File: src/rtl/adc_capture_pkg.sv
// adc_capture_pkg: shared types and default widths for the ADC capture sequencer
// Holds the controller state enum, the trigger-mode enum and the default parameter values.
package adc_capture_pkg;
  localparam int unsigned DW_DEF         = 12;
  localparam int unsigned LEN_W_DEF      = 16;
  localparam int unsigned DEC_W_DEF      = 8;
  localparam int unsigned FIFO_DEPTH_DEF = 8;
  typedef enum logic [1:0] {
    IDLE    = 2'd0,
    ARMED   = 2'd1,
    CAPTURE = 2'd2,
    DRAIN   = 2'd3
  } state_e;
  typedef enum logic [1:0] {
    TRIG_IMM    = 2'd0,
    TRIG_THRESH = 2'd1,
    TRIG_EXT    = 2'd2,
    TRIG_RSVD   = 2'd3
  } trig_mode_e;
endpackage

File: src/rtl/adc_sample_fifo.sv
// adc_sample_fifo: synchronous first-word-fall-through FIFO with flush
// Ports: clk/rst_n clock and async active-low reset; flush_i empties the FIFO;
//   wr_i/wdata_i write side; rd_i read strobe (pops the head when valid_o);
//   rdata_o head entry (zero when empty); valid_o not empty; full_o no free slot.
module adc_sample_fifo
  import adc_capture_pkg::*;
#(
  parameter int unsigned W     = 25,
  parameter int unsigned DEPTH = FIFO_DEPTH_DEF
) (
  input  logic         clk,
  input  logic         rst_n,
  input  logic         flush_i,
  input  logic         wr_i,
  input  logic [W-1:0] wdata_i,
  input  logic         rd_i,
  output logic [W-1:0] rdata_o,
  output logic         valid_o,
  output logic         full_o
);
  localparam int unsigned AW = (DEPTH > 1) ? $clog2(DEPTH) : 1;
  logic [W-1:0]  mem_q [DEPTH];
  logic [AW-1:0] wp_q, rp_q;
  logic [AW:0]   cnt_q;
  logic          do_wr, do_rd;
  assign valid_o = cnt_q != '0;
  assign full_o  = cnt_q == (AW+1)'(DEPTH);
  assign do_rd   = rd_i && valid_o;
  // a pop in the same cycle frees the slot, so a write into a full FIFO still lands
  assign do_wr   = wr_i && (!full_o || do_rd);
  assign rdata_o = valid_o ? mem_q[rp_q] : '0;
  always_ff @(posedge clk or negedge rst_n) begin
    if (!rst_n) begin
      wp_q  <= '0;
      rp_q  <= '0;
      cnt_q <= '0;
    end else if (flush_i) begin
      wp_q  <= '0;
      rp_q  <= '0;
      cnt_q <= '0;
    end else begin
      wp_q  <= do_wr ? wp_q + 1'b1 : wp_q;
      rp_q  <= do_rd ? rp_q + 1'b1 : rp_q;
      cnt_q <= cnt_q + (AW+1)'(do_wr) - (AW+1)'(do_rd);
    end
  end
  always_ff @(posedge clk) begin
    if (do_wr) mem_q[wp_q] <= wdata_i;
  end
endmodule

File: src/rtl/adc_capture_ctrl.sv
// adc_capture_ctrl: dual-channel ADC capture sequencer (arm, trigger, decimate, collect, drain)
// Ports: sys_clk/rst_n clock and async active-low reset; ad_data_ch0/ch1 raw samples;
//   cfg_start/cfg_abort command pulses; cfg_len/cfg_decim/cfg_trig_mode/cfg_thresh
//   configuration latched on an accepted start; ext_trig external trigger level;
//   m_valid/m_ready/m_data/m_last output stream ({ch1, ch0}); busy/done/overflow/sample_cnt status.
module adc_capture_ctrl
  import adc_capture_pkg::*;
#(
  parameter int unsigned DW         = DW_DEF,
  parameter int unsigned LEN_W      = LEN_W_DEF,
  parameter int unsigned DEC_W      = DEC_W_DEF,
  parameter int unsigned FIFO_DEPTH = FIFO_DEPTH_DEF
) (
  input  logic              sys_clk,
  input  logic              rst_n,
  input  logic [DW-1:0]     ad_data_ch0,
  input  logic [DW-1:0]     ad_data_ch1,
  input  logic              cfg_start,
  input  logic              cfg_abort,
  input  logic [LEN_W-1:0]  cfg_len,
  input  logic [DEC_W-1:0]  cfg_decim,
  input  logic [1:0]        cfg_trig_mode,
  input  logic [DW-1:0]     cfg_thresh,
  input  logic              ext_trig,
  output logic              m_valid,
  input  logic              m_ready,
  output logic [2*DW-1:0]   m_data,
  output logic              m_last,
  output logic              busy,
  output logic              done,
  output logic              overflow,
  output logic [LEN_W-1:0]  sample_cnt
);
  localparam int unsigned FW = 2 * DW + 1;
  state_e           state_q, state_d;
  trig_mode_e       mode_q, mode_d;
  logic [DW-1:0]    ch0_q, ch1_q, prev_q, thresh_q, thresh_d;
  logic             prev_vld_q;
  logic [LEN_W-1:0] len_q, len_d, cnt_q, cnt_d;
  logic [DEC_W-1:0] decim_q, decim_d, dec_q, dec_d;
  logic             ovf_q, ovf_d, done_q, done_d;
  logic             trig, keep, last_wr, fifo_full, fifo_room, wr;
  logic [FW-1:0]    rdata;
  // threshold mode needs a valid previous sample, which is only true from the second ARMED cycle
  assign trig = (mode_q == TRIG_THRESH) ? (prev_vld_q && prev_q < thresh_q && ch0_q >= thresh_q) :
                (mode_q == TRIG_EXT)    ? ext_trig : 1'b1;
  assign keep      = dec_q == '0;
  assign last_wr   = cnt_q + 1'b1 == len_q;
  assign fifo_room = !fifo_full || m_ready;
  always_comb begin
    state_d  = state_q;
    mode_d   = mode_q;
    len_d    = len_q;
    decim_d  = decim_q;
    thresh_d = thresh_q;
    dec_d    = dec_q;
    cnt_d    = cnt_q;
    ovf_d    = ovf_q;
    done_d   = 1'b0;
    wr       = 1'b0;
    if (cfg_abort) begin
      state_d = IDLE;
    end else begin
      case (state_q)
        IDLE: begin
          if (cfg_start && cfg_len != '0) begin
            state_d  = ARMED;
            mode_d   = trig_mode_e'(cfg_trig_mode);
            len_d    = cfg_len;
            decim_d  = cfg_decim;
            thresh_d = cfg_thresh;
            cnt_d    = '0;
            ovf_d    = 1'b0;
          end
        end
        ARMED: begin
          if (trig) begin
            state_d = CAPTURE;
            dec_d   = '0;
          end
        end
        CAPTURE: begin
          dec_d = keep ? decim_q : dec_q - 1'b1;
          if (keep && fifo_room) begin
            wr      = 1'b1;
            cnt_d   = cnt_q + 1'b1;
            state_d = last_wr ? DRAIN : CAPTURE;
          end
          ovf_d = ovf_q || (keep && !fifo_room);
        end
        DRAIN: begin
          if (m_valid && m_ready && m_last) begin
            state_d = IDLE;
            done_d  = 1'b1;
          end
        end
      endcase
    end
  end
  always_ff @(posedge sys_clk or negedge rst_n) begin
    if (!rst_n) begin
      state_q    <= IDLE;
      mode_q     <= TRIG_IMM;
      len_q      <= '0;
      decim_q    <= '0;
      thresh_q   <= '0;
      dec_q      <= '0;
      cnt_q      <= '0;
      ovf_q      <= 1'b0;
      done_q     <= 1'b0;
      ch0_q      <= '0;
      ch1_q      <= '0;
      prev_q     <= '0;
      prev_vld_q <= 1'b0;
    end else begin
      state_q    <= state_d;
      mode_q     <= mode_d;
      len_q      <= len_d;
      decim_q    <= decim_d;
      thresh_q   <= thresh_d;
      dec_q      <= dec_d;
      cnt_q      <= cnt_d;
      ovf_q      <= ovf_d;
      done_q     <= done_d;
      ch0_q      <= ad_data_ch0;
      ch1_q      <= ad_data_ch1;
      prev_q     <= ch0_q;
      prev_vld_q <= state_q == ARMED;
    end
  end
  adc_sample_fifo #(
    .W     (FW),
    .DEPTH (FIFO_DEPTH)
  ) u_fifo (
    .clk     (sys_clk),
    .rst_n   (rst_n),
    .flush_i (cfg_abort),
    .wr_i    (wr),
    .wdata_i ({last_wr, ch1_q, ch0_q}),
    .rd_i    (m_ready),
    .rdata_o (rdata),
    .valid_o (m_valid),
    .full_o  (fifo_full)
  );
  assign {m_last, m_data} = rdata;
  assign busy       = state_q != IDLE;
  assign done       = done_q;
  assign overflow   = ovf_q;
  assign sample_cnt = cnt_q;
endmodule

File: config.mk
export PLATFORM = sky130hd
export DESIGN_NAME = adc_capture_ctrl
export DESIGN_NICKNAME = d
export VERILOG_FILES = /design/src/rtl/adc_capture_pkg.sv /design/src/rtl/adc_sample_fifo.sv /design/src/rtl/adc_capture_ctrl.sv
export SDC_FILE = /design/constraint.sdc
export NUM_CORES = 1
export LEC_CHECK = 0
export CAP_MARGIN = 20
export CELL_PAD_IN_SITES_DETAIL_PLACEMENT = 1
export CELL_PAD_IN_SITES_GLOBAL_PLACEMENT = 1
export CORE_MARGIN = 2
export CORE_UTILIZATION = 50
export DETAILED_ROUTE_END_ITERATION = 6
export PLACE_DENSITY = 0.91
export SYNTH_ARGS = -nofsm -noshare
export SYNTH_HDL_FRONTEND = slang
export SYNTH_HIERARCHICAL = 1
export SYNTH_SLANG_ARGS = --single-unit
File: constraint.sdc
create_clock -name sys_clk -period 8.4 [get_ports sys_clk]
set_input_delay 1.68 -clock sys_clk [delete_from_list [all_inputs] [get_ports sys_clk]]
set_output_delay 1.68 -clock sys_clk [all_outputs]
set_load 0.05 [all_outputs]
# After elaboration in Yosys (flattened, before gate mapping)
# Memories as Yosys holds them, arrays and structs flattened.
# Cells that the tools add are included.
# W data, S select, Z words.
[word_totals]
memories = 1
ramBits = 200
output_inout_bits = 45
register_bits = 113
wordCells = 98
[memory_table]
columns = ["name", "words", "width", "read_ports", "rd_clocked_by_memory_dff", "wr", "line", "text"]
rows = [
  ["u_fifo.mem_q", 8, 25, 1, 0, 1, "adc_sample_fifo.sv:22", "logic [W-1:0] mem_q [DEPTH];"],
]
[op_classes]
bitwise = 1
add_sub_neg = 6
eq_ne = 14
n_reduce_logical = 27
mux = 31
n_lt_le_gt_ge = 2
[op_table]
columns = ["op", "n"]
rows = [
  ["$mux W16", 2],
  ["$pmux W16 S2", 1],
  ["$mux W25", 1],
  ["$add A16 B1 Y16 const B", 1],
  ["$eq A16 B16 Y1", 1],
  ["$mux W8", 2],
  ["$pmux W8 S2", 1],
  ["$reduce_bool A16 Y1", 1],
  ["$ge A12 B12 Y1", 1],
  ["$lt A12 B12 Y1", 1],
  ["$mux W1", 12],
  ["$mux W3", 4],
  ["$ne A3 B3 Y1 const B", 4],
  ["$mux W2", 5],
  ["$reduce_bool A2 Y1", 5],
  ["$reduce_and A3 Y1", 3],
  ["$logic_and A1 B1 Y1", 8],
  ["$logic_not A8 Y1", 1],
  ["$pmux W2 S4", 1],
  ["$reduce_and A4 Y1", 2],
  ["$sub A8 B1 Y8 const B", 1],
  ["$add A3 B1 Y3 const B", 2],
  ["$eq A2 B2 Y1 const B", 3],
  ["$ne A2 B2 Y1 const B", 3],
  ["other kinds (11)", 15],
]

# Longest topological paths before layout
# Gate-level depths: netlist (run 1).
[depth]
ltp_word = 11
mapped_depth = 13

# Cells and area by module
# Netlist (run 1), hierarchy kept.
[modules_own_cells]
columns = ["module", "instances", "area_per_inst_um2", "cells_each"]
rows = [
  ["adc_sample_fifo", 1, 8192.9, 371],
  ["adc_capture_ctrl", 1, 5084.9, 448],
]

# Worst setup path before layout (run 1)
# No wires, ideal clock.
[synth_timing]
path_kind = "input -> register"
from = "input m_ready"
to = "memory u_fifo.mem_q[0][0] (enable)"
t_arrival_ns = 4.929
n_path_buf = 0
setup_slack_ns = 3.000
path_stages = 4
required_time_ns = 7.929
path_cell_list = "nor2b_1 -> nor4b_4 -> o21ai_0 -> nor4_1"
[synth_between]
elab_chain_len = 8
[synth_lines]
columns = ["element", "line", "text"]
rows = [
  ["from (decl)", "adc_capture_ctrl.sv:26", "input logic m_ready,"],
  ["$logic_or A1 B1 Y1", "adc_capture_ctrl.sv:49", "assign fifo_room = !fifo_full || m_ready;"],
  ["$logic_and A1 B1 Y1", "adc_capture_ctrl.sv:84", "if (keep && fifo_room) begin"],
  ["$mux W1", "adc_capture_ctrl.sv:84", ""],
  ["$mux W1", "adc_capture_ctrl.sv:64", "case (state_q)"],
  ["$mux W1", "adc_capture_ctrl.sv:61", "if (cfg_abort) begin"],
  ["named net wr", "adc_capture_ctrl.sv:42", "logic trig, keep, last_wr, fifo_full, fifo_room, wr;"],
  ["$logic_and A1 B1 Y1", "adc_sample_fifo.sv:30", "assign do_wr = wr_i && (!full_o || do_rd);"],
  ["$mux W1", "adc_sample_fifo.sv:48", "if (do_wr) mem_q[wp_q] <= wdata_i;"],
  ["$mux W1 (implied by the code)", "adc_sample_fifo.sv:48", ""],
  ["to (decl)", "adc_sample_fifo.sv:22", ""],
]
# The timed path passes the listed nets, and every way through them passes these cells.

# Final worst setup path (run 1)
[layout_timing]
from = "input cfg_abort"
to = "memory u_fifo.mem_q[2][15] (enable)"
[layout_between]
elab_chain_len = 4
[layout_lines]
columns = ["element", "line", "text"]
rows = [
  ["from (decl)", "adc_capture_ctrl.sv:19", "input logic cfg_abort,"],
  ["$mux W1", "adc_capture_ctrl.sv:61", ""],
  ["named net wr", "adc_capture_ctrl.sv:42", ""],
  ["$logic_and A1 B1 Y1", "adc_sample_fifo.sv:30", ""],
  ["$mux W1", "adc_sample_fifo.sv:48", ""],
  ["$mux W1 (implied by the code)", "adc_sample_fifo.sv:48", ""],
]
# The timed path passes the listed nets, and every way through them passes these cells.

==> out/metrics.cfg, run 1 <==
[placement]
dp_hpwl_um=19900
io_buffers=112
place_congestion=0.801

[route]
remaining_drc_errors=0
num_vias=7770
drtPass1Iterations=4
drt-initial-drc-count=504
postRouteAntennaNets=0
via_per_inst=5.95
wire_per_inst_um=24.1
routed_wirelength_um=31500

[global_routing]
grt_use_total=0.233
grt_overflow_total=0
grt_pass1_vias=8891
antenna_found_initial=0
grt_max_degree=67
grt_pass1_wl_um=50200

[min_path]
hold_start=thresh_q[10]
holdPathEnd=thresh_q[10]
hold_path.class=flip-flop to flip-flop
holdPathStages=1

[synthesis]
syn_inst=819
synthFlopType=edfxtp_1
synth.most_common_cell=edfxtp_1
synth.top_cells.by_count=edfxtp_1 (200), dfrtp_1 (113), mux4_2 (50)
syn_area_sq_um=13300
async_reset_ff_frac=0.361
synth-edff-count=200
ys_ff_latch=313
syn_nets=926
ys_seq_area_frac=0.665
yosysTopAreaCell=edfxtp_1
synth.area.top_cells=edfxtp_1 (45%), dfrtp_1 (21%), mux4_2 (8.5%)
synth_cell_types=68
synth_area_per_cell_sq_um=16.2
yosysWarnings=6
netlist.area_leader.share=0.452

[run_status]
outcome=completed

[setup_path]
r2r-start=dec_q[3]
worstSetupPathType=primary input to flip-flop
path_max_fanout=24
ff2ff_path_depth=6
required_ns=8.59
critPathLaunchType=primary input
critPathCaptureType=flip-flop
arrival_ns=5.38
r2r_slack_ns=4.21
r2r-end=u_fifo/mem_q[2][15]

[floorplanning]
start_util=0.510
ios=113
die-height_um=167
fp.coreArea_sq_um=26100
die_area_sq_um=27900
die_w_um=167
row_count=59

[power]
p_switching_mw=1.60
internal-power_mw=3.38
fin_total_pwr_mw=4.98
seq_power_share=0.388
switching_share=0.321
ir_drop_v=0.000265
leakage_nw=5.85
combPwrFrac=0.298
power.density_nw_per_um2=312
clkPwrFrac=0.315

[cells_and_area]
drive_gt1_frac=0.185
antenna_cells=0
syn_to_final_growth_pct=20.2
nets=1053
fill_cells=2332

[cts]
insertion_delay_ns=0.53
cts-htree-levels=2
cts_made_buffers=34
post_cts_buffers=0
clock_sinks=313
hold_buffers=0
cts_tree=yes
clock_path_buffers=3
clkTransAtPathRegs_ns=0.06
cts-root-buf=clkbuf_16
cts-resized-gates=0

[flow_run]
drv_cap=0

[timing]
hold_viol_final=0
period_minus_slack_ns=5.19
fmax_mhz=193
fin_skew_ns=0.0198
rsz0062_at_grt=false
min_period_over_period=0.618
finalSetupViolCount=0
maxSlewHeadroom=0.341
slew_violations=0
finalSetupTns_ns=0
worst_pin_slew_ns=0.983

sequential cells by signal, summed over array words and instances (netlist names):
register and count:
ch1_q 12, u_fifo/mem_q 200, prev_vld_q 1, overflow 1, sample_cnt 16, u_fifo/wp_q 3, u_fifo/rp_q 3, len_q 16
u_fifo/cnt_q 4, ch0_q 12, done 1, mode_q 2, state_q 2, dec_q 8, prev_q 12, thresh_q 12
decim_q 8
layout by cell type, fill, tap and decap left out, types with 4 or more instances in the layout:
master	Yosys	routed
o31ai_1	7	7
edfxtp_1	200	200
nor3_2	0	4
mux2_2	40	40
or3_1	6	6
mux2i_1	5	5
and3_1	9	9
clkbuf_16	0	35
nor2b_1	10	10
clkbuf_1	14	9
inv_1	27	27
a21oi_1	19	19
nand3_1	15	15
dfrtp_1	113	111
xnor2_1	16	16
nor2_1	39	35
nand2b_1	8	8
nor4_1	7	6
nor3_1	11	7
clkbuf_8	1	4
nand4_1	5	5
a211oi_1	4	4
clkdlybuf4s50_1	0	111
xor2_1	8	8
mux4_2	50	50
a22o_1	27	27
nand2_1	23	23
nor3b_1	5	5
bufinv_16	0	5
buf_4	5	12
o21ai_0	39	39
ha_1	38	38
worst max-delay path: stages:
cell and delay (ns):
clkdlybuf4s50_1 0.92, nor4b_4 0.88, o21ai_0 0.53, nor3_2 0.91
buf_4 0.45
stage by stage:
step           cell area (sq um)   util  cells  hold slack [ns]  setup WS (ns)
6_report                   16000  0.613   1306            0.506           3.21
5_1_grt                    16000  0.613   1306            0.525           3.02
4_1_cts                    15900  0.611   1305            0.510           3.25
3_5_place_dp               14800  0.566   1244            0.494           2.80
3_3_place_gp               14700  0.566   1243            0.490           3.13
2_1_floorplan              13300      -    819            0.474           3.00
metal layers:
layer  GRT usage  part of all wire  wire, um  up-vias
met5           0                 0         0        -
met2       0.408              0.51     16200      247
met4      0.0783             0.027       852        0
met1       0.294              0.40     12600     4019
met3      0.0437             0.058      1820       69
li1            -                 -         -     3435
how the worst max path moves through the flow:
stage,startpoint,to
floorplan,m_ready,u_fifo/mem_q[0][0]
global placement,cfg_abort,u_fifo/mem_q[2][13]
detailed placement,cfg_abort,u_fifo/mem_q[2][10]
CTS,cfg_abort,u_fifo/mem_q[2][6]
global route,cfg_abort,u_fifo/mem_q[2][15]
finish,cfg_abort,u_fifo/mem_q[2][15]
final cells by class:
type                            count  area, sq um  share of cell area
Clock buffer                       48          965              0.0604
Clock inverter                     13          214              0.0134
Inverter                           28          105             0.00658
Multi-Input combinational cell    444         4180               0.262
Sequential cell                   313         8840               0.554
Tap cell                          335          419              0.0263
Timing Repair Buffer              125         1240              0.0779
power groups by stage:
stage | sequential [mW] | clock, mW | combinational (mW)
finish | 1.93 | 1.57 | 1.48
global route | 1.95 | 1.64 | 1.60
CTS | 1.96 | 1.59 | 1.46
detailed placement | 1.99 | 0 | 1.43
global placement | 1.98 | 0 | 1.36
floorplan | 1.91 | 0 | 1.06
cell families after synthesis:
| logic type | share of synthesized area |
|---|---|
| AOI/OAI and AO/OA | 0.0654 |
| xor gates and xnor gates | 0.0175 |
| adders and majority gates | 0.0373 |
| buffers and inverters | 0.0233 |
| DFF | 0.665 |
| muxes | 0.123 |
| and+or+nand+nor | 0.0678 |
Power figures use the tool's default switching activity.
==> run 2: changes to the inputs <==
--- a/config.mk
+++ b/config.mk
@@ -9,9 +9,9 @@
 export CELL_PAD_IN_SITES_DETAIL_PLACEMENT = 1
 export CELL_PAD_IN_SITES_GLOBAL_PLACEMENT = 1
 export CORE_MARGIN = 2
-export CORE_UTILIZATION = 50
+export CORE_UTILIZATION = 49
 export DETAILED_ROUTE_END_ITERATION = 6
-export PLACE_DENSITY = 0.91
+export PLACE_DENSITY = 0.89
 export SYNTH_ARGS = -nofsm -noshare
 export SYNTH_HDL_FRONTEND = slang
 export SYNTH_HIERARCHICAL = 1
==> constraint.sdc (replaced) <==
create_clock -name sys_clk -period 5.3 [get_ports sys_clk]
set_input_delay 1.06 -clock sys_clk [delete_from_list [all_inputs] [get_ports sys_clk]]
set_output_delay 1.06 -clock sys_clk [all_outputs]
set_load 0.05 [all_outputs]
==> out/metrics.cfg, run 2 (same netlist as run 1, synthesis figures left out) <==
[cells_and_area]
fin_area_sq_um=16000  ; +0.11%
antenna_cells=0  ; unchanged
syn_to_final_growth_pct=20.3
largest_register_ffs=200  ; unchanged
layout_commonest_cell=edfxtp_1
mostFrequentLayoutCells=edfxtp_1 (200), dfrtp_1 (111), clkdlybuf4s50_1 (111)
drive_gt1_frac=0.193  ; +0.00807
nets=1058  ; +0.47%
top_register=u_fifo/mem_q
postLayoutCoreUtil=0.596  ; -0.0163

[floorplanning]
start_util=0.495  ; -0.0141
die_area_sq_um=28400  ; +2.0%
row_count=60  ; +1.7%
ios=113  ; unchanged
die_w_um=169  ; +0.99%
die-height_um=169  ; +0.99%
fp.coreArea_sq_um=26800  ; +2.8%

[placement]
pre_cts_ws_ns=1.43  ; -1.37 ns
io_buffers=112  ; unchanged
dp_hpwl_um=20400  ; +2.6%
place_congestion=0.804  ; +0.47%
place_area_sq_um=14800  ; +0.25%

[cts]
cts-root-buf=clkbuf_16
cts_made_buffers=35  ; +2.9%
clock_path_buffers=3  ; unchanged
clkTransAtPathRegs_ns=0.06  ; about the same
clock_sinks=313  ; unchanged
cts-resized-gates=0  ; unchanged
cts-htree-levels=2  ; unchanged
insertion_delay_ns=0.54  ; about the same
post_cts_buffers=0  ; unchanged
cts_tree=yes
hold_buffers=0  ; unchanged

[min_path]
holdPathEnd=thresh_q[3]
hold_path.class=flip-flop to flip-flop
holdPathStages=1  ; unchanged
hold_start=thresh_q[3]

[power]
leakage_nw=5.87  ; +0.39%
switching_share=0.329  ; +0.00778
combPwrFrac=0.298  ; about the same
p_switching_mw=2.57  ; +61%
ir_drop_v=0.000243  ; -8.3%
seq_power_share=0.391  ; +0.003
internal-power_mw=5.25  ; +55%
power.density_nw_per_um2=490  ; +57%
clkPwrFrac=0.311  ; -0.004

[setup_path]
worstSetupPathType=flip-flop to output pin
crit_family=buffers and inverters
ff2ff_path_depth=8  ; +2
required_ns=4.24  ; -4.35 ns
path_max_fanout=23  ; -4.2%
critical_path.max_stage_delay_ns=0.74  ; -0.18 ns
slowest_stage=clkdlybuf4s50_1
critPathLaunchType=flip-flop
critPathCaptureType=output pin
r2r-start=sample_cnt[0]
path_buf_inv=4  ; +2
arrival_ns=3.31  ; -2.07 ns
r2r-end=state_q[0]
cp_cell_sequence=inv_1 > ha_1 > nor3b_2 > inv_2 > and2_1 > buf_4 > a22o_1 > clkdlybuf4s50_1
r2r_slack_ns=1.62  ; -2.59 ns

[route]
remaining_drc_errors=0  ; unchanged
routed_wirelength_um=32900  ; +4.6%
drtPass1Iterations=5  ; +1
num_vias=7811  ; +0.53%
via_per_inst=5.93  ; -0.39%
postRouteAntennaNets=0  ; unchanged
drt-initial-drc-count=532  ; +5.6%
wire_per_inst_um=25.0  ; +3.6%

[timing]
period_minus_slack_ns=4.37
finalSetupViolCount=0  ; unchanged
final.setup.worst_slack_ns=0.929  ; -2.28 ns
hold_viol_final=0  ; unchanged
fmax_mhz=229
min_period_over_period=0.825
fin_skew_ns=0.0226  ; +0.00284 ns
maxSlewHeadroom=0.358  ; +0.0165
finalSetupTns_ns=0  ; unchanged
worst_pin_slew_ns=0.955  ; -0.0274 ns
slew_violations=0  ; unchanged
hold_ws_ns=0.503  ; -0.00311 ns
rsz0062_at_grt=false

[global_routing]
grt_pass1_vias=8741  ; -1.7%
grt_max_degree=54  ; -19%
grt_overflow_total=0  ; unchanged
grt_use_total=0.241  ; +0.00734
antenna_found_initial=0  ; unchanged
grt_pass1_wl_um=51700  ; +2.8%

[run_status]
outcome=completed

[flow_run]
drv_cap=0  ; unchanged

[run 2: cell types whose count changed in the layout (fill, tap and decap cells not counted), sizes merged]
cell / delta
buf: +4
bufinv: -3
clkinv: +5
clkinvlp: -1
inv: +1
[run 2: cell type report]
| cell class | instances | area (sq um) |
|---|---|---|
| timing repair buffer | 129 | 1280 |
| clock inverter | 15 | 174 |
| multi-input combinational | 444 | 4170 |
| tap | 341 | 427 |
| clock buffer | 48 | 985 |
| inverter | 28 | 105 |
| fill | 2435 | 10800 |
| sequential | 313 | 8840 |
[run 2: metrics by stage]
step,power (mW),instances
global placement,5.30,1254
global route,8.18,1318
floorplan,4.70,819
finish,7.82,1318
detailed placement,5.41,1254
CTS,7.87,1317
[run 2: worst max-delay path by stage]
stage | start | endpoint | slack, ns | depth (start not counted)
floorplan | m_ready | u_fifo/mem_q[0][0] | 0.52 | 4
global placement | u_fifo/rp_q[0] | m_last | 1.48 | 3
detailed placement | u_fifo/rp_q[0] | m_last | 1.43 | 3
CTS | u_fifo/rp_q[0] | m_last | 0.89 | 3
global route | u_fifo/cnt_q[2] | m_last | 0.73 | 8
finish | u_fifo/cnt_q[2] | m_last | 0.93 | 8
[run 2: metal layers]
metal,wire length [um],up-vias,track usage
met5,0,-,0
met4,965,0,0.0817
met3,1660,70,0.0414
met2,16600,268,0.415
met1,13700,4020,0.312
li1,-,3453,-
[run 2: worst reg2reg max path: stages, from the launching register on]
cell and delay, ns:
dfrtp_1 0.52, ha_1 0.29, nand3_1 0.42, nor4_1 0.73, xnor2_1 0.21, o2111ai_1 0.16, nor4_2 0.85, a211oi_1 0.19
a211oi_1 0.23
[run 2: power groups by stage]
stage | combinational, mW | clock [mW] | sequential (mW)
floorplan | 1.68 | 0 | 3.02
global placement | 2.16 | 0 | 3.14
detailed placement | 2.25 | 0 | 3.17
CTS | 2.28 | 2.47 | 3.12
global route | 2.53 | 2.56 | 3.09
finish | 2.33 | 2.43 | 3.06
==> run 3: changes to the inputs <==
==> constraint.sdc (replaced) <==
create_clock -name sys_clk -period 4.1 [get_ports sys_clk]
set_input_delay 0.82 -clock sys_clk [delete_from_list [all_inputs] [get_ports sys_clk]]
set_output_delay 0.82 -clock sys_clk [all_outputs]
set_load 0.05 [all_outputs]
==> out/metrics.cfg, run 3 (same netlist as run 1, synthesis figures left out) <==
[floorplanning]
fp.coreArea_sq_um=26800  ; unchanged
ios=113  ; unchanged
row_count=60  ; unchanged
die_w_um=169  ; unchanged
die-height_um=169  ; unchanged
start_util=0.495  ; unchanged
die_area_sq_um=28400  ; unchanged

[cells_and_area]
seqCellArea_sq_um=8840  ; unchanged
top_register=u_fifo/mem_q
syn_to_final_growth_pct=20.0
mostFrequentLayoutCells=edfxtp_1 (200), dfrtp_1 (111), clkdlybuf4s50_1 (110)
fill_cells=2429  ; -0.25%
postLayoutCoreUtil=0.595  ; -0.00168
layout_commonest_cell=edfxtp_1
largest_register_ffs=200  ; unchanged
nets=1062  ; +0.38%
multi_input_area_sq_um=4180  ; +0.21%
drive_gt1_frac=0.188  ; -0.00569

[timing]
hold_viol_final=0  ; unchanged
finalSetupTns_ns=0  ; unchanged
maxSlewHeadroom=0.361  ; +0.00341
worst_pin_slew_ns=0.958  ; +0.00284 ns
slew_violations=0  ; unchanged
fin_skew_ns=0.0250  ; +0.00231 ns
min_period_over_period=0.961
period_minus_slack_ns=3.94
finalSetupViolCount=0  ; unchanged
fmax_mhz=254
rsz0062_at_grt=false

[power]
leakage_nw=5.86  ; -0.22%
ir_drop_v=0.000314  ; +29%
power.density_nw_per_um2=620  ; +27%

[route]
remaining_drc_errors=0  ; unchanged
postRouteAntennaNets=0  ; unchanged
via_per_inst=5.91  ; -0.33%
num_vias=7809  ; -0.026%
wire_per_inst_um=24.4  ; -2.3%
routed_wirelength_um=32200  ; -2.0%
drt-initial-drc-count=529  ; -0.56%
drtPass1Iterations=5  ; unchanged

[placement]
place_congestion=0.797  ; -0.88%
dp_hpwl_um=19700  ; -3.3%
io_buffers=112  ; unchanged

[setup_path]
worstSetupPathType=flip-flop to output pin
critical_path.max_stage_delay_ns=0.84  ; +0.10 ns
cp_cell_sequence=inv_1 > ha_1 > nor3b_2 > inv_2 > and2_1 > buf_4 > a22o_1 > clkdlybuf4s50_1
path_max_fanout=23  ; unchanged
required_ns=3.28  ; -0.96 ns
critPathLaunchType=flip-flop
arrival_ns=3.12  ; -0.19 ns
slowest_stage=clkdlybuf4s50_1
critPathCaptureType=output pin

[flow_run]
drv_cap=0  ; unchanged

[global_routing]
grt_pass1_vias=8643  ; -1.1%
grt_max_degree=70  ; +30%
grt_overflow_total=0  ; unchanged
grt_use_total=0.232  ; -0.00907
grt_pass1_wl_um=50000  ; -3.3%
antenna_found_initial=0  ; unchanged

[cts]
insertion_delay_ns=0.52  ; -0.02 ns
cts-htree-levels=2  ; unchanged
cts-root-buf=clkbuf_16
cts_tree=yes
clkTransAtPathRegs_ns=0.06  ; about the same
hold_buffers=0  ; unchanged
cts_made_buffers=34  ; -2.9%
clock_path_buffers=3  ; unchanged
clock_sinks=313  ; unchanged

[min_path]
hold_path.class=primary input to async pin

[run_status]
outcome=completed

## run 3: worst paths after layout
path | startpoint | to | slack (ns) | cells after the start
min in group sys_clk | thresh_q[10] | thresh_q[10] | 0.51 | 1
min reg2reg | thresh_q[10] | thresh_q[10] | 0.51 | 1
max in group asynchronous | rst_n | sample_cnt[12] | 2.85 | 2
max reg2reg | sample_cnt[0] | state_q[0] | 0.84 | 9
max | u_fifo/cnt_q[2] | m_data[1] | 0.16 | 8
min | rst_n | mode_q[1] | 0.46 | 1
## run 3: power breakdown
| part | switching [mW] | total, mW | internal [mW] | leakage [nW] |
|---|---|---|---|---|
| sequential | 0.305 | 3.96 | 3.66 | 3.20 |
| clock | 1.21 | 2.87 | 1.66 | 0.507 |
| combinational | 1.72 | 3.04 | 1.32 | 2.15 |
## run 3: per-layer routing
metal	part of all wire	wire length [um]	vias up	track usage
met1	0.41	13200	4049	0.300
met4	0.024	777	0	0.0761
li1	-	-	3454	-
met5	0	0	-	0
met3	0.051	1640	55	0.0355
met2	0.52	16700	251	0.404
## run 3: what timing repair did
item | CTS | global route
buffers inserted | 1 | 1
endpoints found under the setup margin | 11 | 16
gates resized for setup | 0 | 1
## run 3: worst max-delay path: cells and delay by family, from the launching register on
kind	cells	cell delay [ns]
compound gates	1	0.24
fa+ha+maj	1	0.23
buf+inv	4	1.40
flops	1	0.32
simple gates	2	0.42
## run 3: final cells by class
class	count	share of cell area
diodes	1	0.000157
multi-input cells	444	0.262
well taps	341	0.0268
clock inverters	13	0.00691
inverters	28	0.00660
flip-flops and latches	313	0.555
clock buffers	48	0.0587
repair buffers	134	0.0839
## run 3: stage by stage
step	instance area, sq um	power (mW)	setup slack, ns	std cells	hold WS (ns)
final	15900	9.87	0.160	1322	0.461
after global routing	15900	10.3	0.0383	1321	0.521
after CTS	15900	9.94	0.0356	1320	0.491
after detailed placement	14800	6.99	0.467	1258	0.494
after global placement	14800	6.85	0.549	1258	0.491
after floorplan	13300	6.07	0.0796	819	0.474
